--- src/rtl/md_pkg.sv ---
// md_pkg: shared definitions for the mul/div unit.
//
// Contents:
//   DIV_WIDTH    default divisor/quotient/remainder width (dividend is 2x)
//   div_state_t  divider FSM states (IDLE, RUN, DONE)
//   DIV_CNT_W    iteration counter width for the default width
//   div_cnt_w()  counter width helper for any width (minimum 1 bit)
package md_pkg;

    localparam int unsigned DIV_WIDTH = 64;

    // Explicit 2-bit encoding keeps the state register readable in
    // existing waveform/decode scripts.
    typedef enum logic [1:0] {
        IDLE = 2'd0,
        RUN  = 2'd1,
        DONE = 2'd2
    } div_state_t;

    localparam int unsigned DIV_CNT_W = $clog2(DIV_WIDTH);

    function automatic int unsigned div_cnt_w(input int unsigned width);
        return (width > 1) ? $clog2(width) : 1;
    endfunction

endpackage : md_pkg

--- src/rtl/div_128by64_seq_if.sv ---
// div_128by64_seq_if: request/result bundle of the iterative divider.
//
// Signal names are from the divider's point of view (_i into the divider,
// _o out of it).
//   start_i      request valid (accepted when start_i && ready_o)
//   ready_o      divider idle and able to accept
//   N_i          2*WIDTH-bit dividend
//   D_i          WIDTH-bit divisor
//   valid_o      result valid, held until consumed
//   out_ready_i  consumer takes the result when valid_o && out_ready_i
//   Q_o / R_o    quotient / remainder
//   dz_o / ovf_o divide-by-zero / quotient-overflow flags
//
// Modports: slave = divider side, master = requester/consumer side.
interface div_128by64_seq_if #(
    parameter int unsigned WIDTH = md_pkg::DIV_WIDTH
);
    logic                   start_i;
    logic                   ready_o;
    logic [2*WIDTH-1:0]     N_i;
    logic [WIDTH-1:0]       D_i;
    logic                   valid_o;
    logic                   out_ready_i;
    logic [WIDTH-1:0]       Q_o;
    logic [WIDTH-1:0]       R_o;
    logic                   dz_o;
    logic                   ovf_o;

    modport slave (
        input  start_i, N_i, D_i, out_ready_i,
        output ready_o, valid_o, Q_o, R_o, dz_o, ovf_o
    );

    modport master (
        output start_i, N_i, D_i, out_ready_i,
        input  ready_o, valid_o, Q_o, R_o, dz_o, ovf_o
    );

endinterface : div_128by64_seq_if

--- src/rtl/div_step.sv ---
// div_step: one combinational radix-2 restoring division step.
//
// Ports:
//   rem_i   partial remainder (WIDTH+1 bits, always < d_i on entry)
//   bit_i   next dividend bit shifted into the remainder
//   d_i     divisor
//   rem_o   new partial remainder (< d_i)
//   qbit_o  quotient bit produced by this step
//
// Kept separate so two instances can be chained for a 2-bit/cycle unroll.
module div_step #(
    parameter int unsigned WIDTH = md_pkg::DIV_WIDTH
) (
    input  logic [WIDTH:0]   rem_i,
    input  logic             bit_i,
    input  logic [WIDTH-1:0] d_i,
    output logic [WIDTH:0]   rem_o,
    output logic             qbit_o
);

    logic [WIDTH:0] trial;
    logic [WIDTH:0] d_ext;
    // rem_i < d_i guarantees the top bit is clear; it only widens the register.
    logic           unused_rem_msb;

    assign unused_rem_msb = rem_i[WIDTH];
    assign trial          = {rem_i[WIDTH-1:0], bit_i};
    assign d_ext          = {1'b0, d_i};

    // The trial value can reach 2*d-1, so the compare must be WIDTH+1 bits wide.
    always_comb begin
        if (trial >= d_ext) begin
            rem_o  = trial - d_ext;
            qbit_o = 1'b1;
        end else begin
            rem_o  = trial;
            qbit_o = 1'b0;
        end
    end

endmodule : div_step

--- src/rtl/div_128by64_seq.sv ---
// div_128by64_seq: iterative unsigned divider, 2*WIDTH / WIDTH bits.
//
// Radix-2 restoring division, one quotient bit per clock. Divide-by-zero
// and quotient overflow are detected at accept time and reported without
// iterating.
//
// Ports:
//   clk    clock
//   reset  synchronous, active-low reset
//   bus    div_128by64_seq_if.slave (request and result handshakes)
//
// Timing (accept edge = edge 0): the result is visible to the consumer at
// edge WIDTH+1 for a normal divide and at edge 1 for dz/ovf. ready_o is
// low in RUN and DONE, so back-to-back operations are WIDTH+2 cycles apart.
module div_128by64_seq
    import md_pkg::*;
#(
    parameter int unsigned WIDTH = DIV_WIDTH
) (
    input  logic                     clk,
    input  logic                     reset,
    div_128by64_seq_if.slave         bus
);

    localparam int unsigned CNT_W = div_cnt_w(WIDTH);
    localparam logic [CNT_W-1:0] LAST_CNT = CNT_W'(WIDTH - 1);

    div_state_t         state_q, state_d;
    logic [CNT_W-1:0]   cnt_q, cnt_d;
    logic [WIDTH:0]     rem_q, rem_d;
    logic [WIDTH-1:0]   qsh_q, qsh_d;
    logic [WIDTH-1:0]   dreg_q, dreg_d;
    logic [WIDTH-1:0]   q_q, q_d;
    logic [WIDTH-1:0]   r_q, r_d;
    logic               dz_q, dz_d;
    logic               ovf_q, ovf_d;

    logic [WIDTH:0]     step_rem;
    logic               step_qbit;
    logic [WIDTH-1:0]   qsh_shifted;
    logic [WIDTH-1:0]   n_hi;
    logic [WIDTH-1:0]   n_lo;

    assign n_hi = bus.N_i[2*WIDTH-1:WIDTH];
    assign n_lo = bus.N_i[WIDTH-1:0];

    // qsh holds the not-yet-consumed dividend bits in its top and the
    // quotient bits built so far in its bottom; one shift serves both.
    div_step #(.WIDTH(WIDTH)) u_step (
        .rem_i  (rem_q),
        .bit_i  (qsh_q[WIDTH-1]),
        .d_i    (dreg_q),
        .rem_o  (step_rem),
        .qbit_o (step_qbit)
    );

    assign qsh_shifted = {qsh_q[WIDTH-2:0], step_qbit};

    always_comb begin
        state_d = state_q;
        cnt_d   = cnt_q;
        rem_d   = rem_q;
        qsh_d   = qsh_q;
        dreg_d  = dreg_q;
        q_d     = q_q;
        r_d     = r_q;
        dz_d    = dz_q;
        ovf_d   = ovf_q;

        case (state_q)
            IDLE: begin
                if (bus.start_i) begin
                    if (bus.D_i == '0) begin
                        // dz wins over ovf: an upper half >= 0 would also trip ovf.
                        state_d = DONE;
                        dz_d    = 1'b1;
                        ovf_d   = 1'b0;
                        q_d     = '1;
                        r_d     = n_lo;
                    end else if (n_hi >= bus.D_i) begin
                        // Quotient would not fit in WIDTH bits.
                        state_d = DONE;
                        dz_d    = 1'b0;
                        ovf_d   = 1'b1;
                        q_d     = '1;
                        r_d     = '0;
                    end else begin
                        state_d = RUN;
                        rem_d   = {1'b0, n_hi};
                        qsh_d   = n_lo;
                        dreg_d  = bus.D_i;
                        cnt_d   = '0;
                    end
                end
            end

            RUN: begin
                rem_d = step_rem;
                qsh_d = qsh_shifted;
                cnt_d = cnt_q + 1'b1;
                if (cnt_q == LAST_CNT) begin
                    // Result registers are separate from the working
                    // registers so the last result stays visible while idle.
                    state_d = DONE;
                    q_d     = qsh_shifted;
                    r_d     = step_rem[WIDTH-1:0];
                    dz_d    = 1'b0;
                    ovf_d   = 1'b0;
                end
            end

            DONE: begin
                if (bus.out_ready_i) begin
                    state_d = IDLE;
                end
            end

            default: begin
                state_d = IDLE;
            end
        endcase
    end

    always_ff @(posedge clk) begin
        if (!reset) begin
            state_q <= IDLE;
            cnt_q   <= '0;
            rem_q   <= '0;
            qsh_q   <= '0;
            dreg_q  <= '0;
            q_q     <= '0;
            r_q     <= '0;
            dz_q    <= 1'b0;
            ovf_q   <= 1'b0;
        end else begin
            state_q <= state_d;
            cnt_q   <= cnt_d;
            rem_q   <= rem_d;
            qsh_q   <= qsh_d;
            dreg_q  <= dreg_d;
            q_q     <= q_d;
            r_q     <= r_d;
            dz_q    <= dz_d;
            ovf_q   <= ovf_d;
        end
    end

    assign bus.ready_o = (state_q == IDLE);
    assign bus.valid_o = (state_q == DONE);
    assign bus.Q_o     = q_q;
    assign bus.R_o     = r_q;
    assign bus.dz_o    = dz_q;
    assign bus.ovf_o   = ovf_q;

endmodule : div_128by64_seq
--- src/flat_wrapper.sv ---
// flat-port wrapper written by rule: the top's interface ports become plain ports
module div_128by64_seq_flat import md_pkg::*;
#(
    parameter int unsigned WIDTH = DIV_WIDTH
)
  (clk, reset, bus_start_i, bus_N_i, bus_D_i, bus_out_ready_i, bus_ready_o, bus_valid_o, bus_Q_o, bus_R_o, bus_dz_o, bus_ovf_o);
  div_128by64_seq_if #(.WIDTH(WIDTH)) bus_i ();
  input  logic clk;
  input  logic reset;
  input wire logic [$bits(bus_i.start_i)-1:0] bus_start_i;
  input wire logic [$bits(bus_i.N_i)-1:0] bus_N_i;
  input wire logic [$bits(bus_i.D_i)-1:0] bus_D_i;
  input wire logic [$bits(bus_i.out_ready_i)-1:0] bus_out_ready_i;
  output wire logic [$bits(bus_i.ready_o)-1:0] bus_ready_o;
  output wire logic [$bits(bus_i.valid_o)-1:0] bus_valid_o;
  output wire logic [$bits(bus_i.Q_o)-1:0] bus_Q_o;
  output wire logic [$bits(bus_i.R_o)-1:0] bus_R_o;
  output wire logic [$bits(bus_i.dz_o)-1:0] bus_dz_o;
  output wire logic [$bits(bus_i.ovf_o)-1:0] bus_ovf_o;
  assign bus_i.start_i = bus_start_i;
  assign bus_i.N_i = bus_N_i;
  assign bus_i.D_i = bus_D_i;
  assign bus_i.out_ready_i = bus_out_ready_i;
  assign bus_ready_o = bus_i.ready_o;
  assign bus_valid_o = bus_i.valid_o;
  assign bus_Q_o = bus_i.Q_o;
  assign bus_R_o = bus_i.R_o;
  assign bus_dz_o = bus_i.dz_o;
  assign bus_ovf_o = bus_i.ovf_o;
  div_128by64_seq #(.WIDTH(WIDTH)) u_core (.clk(clk), .reset(reset), .bus(bus_i));
endmodule
--- config.mk ---
export PLATFORM = sky130hd
export DESIGN_NAME = div_128by64_seq_flat
export DESIGN_NICKNAME = d
export VERILOG_FILES = /design/src/rtl/md_pkg.sv /design/src/rtl/div_128by64_seq_if.sv /design/src/rtl/div_step.sv /design/src/rtl/div_128by64_seq.sv /design/src/flat_wrapper.sv
export SDC_FILE = /design/constraint.sdc
export NUM_CORES = 1
export LEC_CHECK = 0
export ABC_AREA = 1
export CAP_MARGIN = 20
export CORE_UTILIZATION = 60
export CTS_BUF_LIST = sky130_fd_sc_hd__clkbuf_4 sky130_fd_sc_hd__clkbuf_8
export DETAILED_ROUTE_END_ITERATION = 10
export DONT_BUFFER_PORTS = 1
export GPL_TIMING_DRIVEN = 0
export HOLD_SLACK_MARGIN = 0.1
export PLACE_DENSITY_LB_ADDON = 0.08
export SYNTH_ARGS = -nofsm -noshare
export SYNTH_HDL_FRONTEND = slang
export SYNTH_SLANG_ARGS = --single-unit
--- constraint.sdc ---
create_clock -name clk -period 2.35 [get_ports clk]
set_input_delay 0.1175 -clock clk [delete_from_list [all_inputs] [get_ports clk]]
set_output_delay 0.1175 -clock clk [all_outputs]
set_load 0.02 [all_outputs]
==> metrics.md <==
| Metric | Value |
|---|---|
| Post-synth top cells | nand2_1, nor2_1, inv_1 |
| Worst Path Buf+Inv | 5 |
| CTS tree | yes |
| Dominant cell by count in the synthesized netlist | nand2_1 |
| Worst slew margin | under 10% |
| Startpoint Class | flop |
| Slowest cell on crit path | dfxtp_2 |
| Leak | 0.0151 uW |
| WL met3 | 12,300 um |
| Synth cell types | 34 |
| I/O pins | 328 |
| H-tree depth | 2 |
| Reg clk slew, reported paths | 0.07 ns |
| Status | finished with violations |
| FF-to-FF path depth | 17 |
| Drt total wl | 104,000 um |
| Failing checks | setup timing |
| Worst slack, placed | -0.975 ns |
| Initial Util | 61.2% |
| I/O Buffers | 0 |
| Skew final | ~0.016 ns |
| Vias in the first global route | 26,493 |
| Grt ovf | 0 |
| Post-synth EDFFs | 0 |
| Vias | 29,340 |
| DRT Pass-1 Iters | 9 |
| Yosys warning total | 0 |
| Share of cells above drive strength 1 | 19.4% |
| DRC viols | 0 |
| Unrepaired setup endpoints after global routing | yes |
| Post-route ant nets | 0 |
| Crit path required time | 2.90 ns |
| Crit path top cell by count | nand2_2 |
| Metal2 WL | between 40,000 and 50,000 um |
| WL/cell | 20.8 um |
| Max Slew Vio Count | 0 |
| Power Density | 1000 nW/um^2 |
| Hold WC Path Type | in -> reg |
| Fmax | ~0.36 GHz |
| Yosys reg bits | 330 |
| Core area | slightly below 40,000 sq um |
| Worst vdd ir | slightly above 0.7 mV |
| RePlAce Congestion | 1.04 |
| Area growth, synth to finish | 33.7% |
| Tot Pwr | ~32,000 uW |
| Hold Vio Cnt, Final | 0 |
| Crit path kind | reg -> reg |
| Reg-to-reg endpoint | u_core.rem_q[16]$_SDFFE_PN0P_ |
| Die width | 201 um |
| Delay-heaviest family, CP | simple AND/OR/NAND/NOR gates |
| Worst-margin pin slew | approximately 1.4 ns |
| Crit path cell chain | inv_1, ha_4, nand2_4, nor2_4, nand2_2, inv_2, nand2_2, nor2_2, nor3b_4, nor2_4, buf_12, clkbuf_16, buf_8, nand4_1, nand2_2, nor2_1, nor2_1 |
| GR Util All Layers | between 40% and 50% |
| CTS root buf | clkbuf_8 |
| Post-synthesis cell count | roughly 4,100 |
| Fin area | between 30,000 and 40,000 sq um |
| Wire length on met1 | 38,200 um |
| FP Rows | 72 |
| Worst setup path start | u_core.dreg_q[18]$_SDFFE_PN0P_ |
| CP peak stage delay | 0.36 ns |
| Top layer in use | met5 |
| Syn nets | 4,436 |
| CTS Buffer Depth | 3 |
| Ys async rst share | 0% |
| R2R Setup Slk | -0.41 ns |
| Drt via density | 5.85 |
| Largest net degree at the start of global routing | 16 |
| Synth top area share | between 20 and 30% |
| Setup violations, final | between 150 and 200 |
| CTS Buf Count | 55 |
| Number of fill cells | 2,620 |
| Max Cap Viol | 0 |
| Main synth FF type | dfxtp_1 |
| DP HPWL | 70,200 um |
| Die footprint | 40,400 sq um |
| Largest cells by area after synthesis | dfxtp_1, nand2_1, nor2_1 |
| Final #Nets | 4,779 |
| Reg-to-Reg Start | u_core.dreg_q[18]$_SDFFE_PN0P_ |
| Seq. cell area | around 6700 sq um |
| Cell taking the most area after synthesis | dfxtp_1 |
| Placement Cell Area | roughly 24,000 sq um |
| Crit path DAT | between 3 and 4 ns |
| Worst-path maximum fanout | 6 |
| Total stage count of the critical path | 17 |
| Crit path capture type | flop |
| PnR worst setup slack | -0.408 ns |
| Worst skew pair latency | ~0.7 ns |
| Global-route wire length before repair | between 100,000 and 150,000 um |
| Area occupied by multi-input gates | between 15,000 and 20,000 sq um |
| Critical Path Sink | u_core.rem_q[16]$_SDFFE_PN0P_ |
| Period utilization | 117% |
| Initial DRC count | 3,706 |
| Clock sink total | 330 |
| Die height | 201 um |
| Fin crit period | about 2.8 ns |
| Sequential share of the synthesized area | 27.8% |
| Initial antenna violation count | 3 |
| Mapped Area | between 20,000 and 25,000 sq um |
| Avg Inst Size Synth | 5.78 sq um |
## stage by stage
stage / TNS [ns] / instances / hold slack, ns / utilization, %
after floorplan: 0 / 4110 / 0.261 / -
after global placement: -239.19 / 4628 / 0.264 / 62.9
after detailed placement: -238.96 / 4629 / 0.269 / 62.9
after CTS: -19.07 / 4944 / 0.119 / 74.9
after global routing: -66.07 / 5015 / 0.144 / 81.8
final: -44.04 / 5018 / 0.129 / 81.8
## kinds of logic (layout without fill, tap and decap cells)
logic type                 after synthesis  after routing  synth area share [%]
xor gates and xnor gates                31             31                  1.14
DFF                                    330            330                  27.8
AOI/OAI and AO/OA                      426            426                  9.00
other                                    0              3                     0
buffers and inverters                  814           1201                  13.7
adders and majority gates              130            130                  6.88
and+or+nand+nor                       2379           2379                  41.5
## worst register-to-register path, delay by kind of cell, from the launching register on
| family | cells | cell delay [ns] |
|---|---|---|
| fa+ha+maj | 1 | 0.32 |
| buf+inv | 5 | 0.65 |
| flops | 1 | 0.36 |
| simple gates | 11 | 1.30 |
## layer usage
layer | vias to the layer above | global-route usage [%]
met5 | - | 0
met1 | 13181 | 57.7
met3 | 585 | 7.39
met4 | 2 | 33.3
met2 | 2148 | 69.8
li1 | 13424 | -
## flip-flops by register name, indices dropped and copies added (netlist names)
| register | flops |
|---|---|
| u_core.bus.R_o | 64 |
| u_core.state_q | 2 |
| u_core.dreg_q | 64 |
| u_core.cnt_q | 6 |
| u_core.rem_q | 64 |
| u_core.bus.ovf_o | 1 |
| u_core.bus.dz_o | 1 |
| u_core.qsh_q | 64 |
| u_core.bus.Q_o | 64 |
## cell type report
cell class	instances	share of cell area, %
Clock inverter	19	0.607
Buffer	187	3.56
Multi-Input combinational cell	2966	52.4
Sequential cell	330	21.0
Clock buffer	82	3.40
Tap cell	518	2.04
Inverter	626	7.41
Antenna cell	3	0.0236
Timing Repair Buffer	287	9.50
## cells in the final DEF, fill, tap and decap left out, types with 107 or more instances in the layout
master and count:
nor2_1 537, inv_1 578, nand3_1 204, dfxtp_1 268, a21oi_1 140, nand2_1 1101, dlygate4sd3_1 194, nand2_2 107
o21ai_0 270, nand4_1 107
## worst min path at each step
stage	depth (start not counted)	from	slack, ns	endpoint
finish	3	bus_D_i[2]	0.13	u_core.dreg_q[2]$_SDFFE_PN0P_
global route	3	bus_D_i[4]	0.14	u_core.dreg_q[4]$_SDFFE_PN0P_
CTS	3	bus_D_i[56]	0.12	u_core.dreg_q[56]$_SDFFE_PN0P_
global placement	2	bus_D_i[55]	0.26	u_core.dreg_q[55]$_SDFFE_PN0P_
detailed placement	2	bus_D_i[53]	0.27	u_core.dreg_q[53]$_SDFFE_PN0P_
floorplan	2	bus_D_i[0]	0.26	u_core.dreg_q[0]$_SDFFE_PN0P_
## what timing repair did
action / 4_1_cts / 5_1_grt
resized for setup: 294 / 527
buffers inserted: 19 / 55
pin swaps: 33 / 174
endpoints found under the hold margin: 257 / 0
gates cloned: 1 / 17
hold buffers: 194 / 0
setup endpoints to repair: 293 / 328
## where the power goes
part	switching [uW]	internal (uW)
Sequential	1310	6550
Combinational	11500	6530
Clock	2650	3280
Total	15500	16400
No activity file was read; power rests on OpenSTA's default activity.
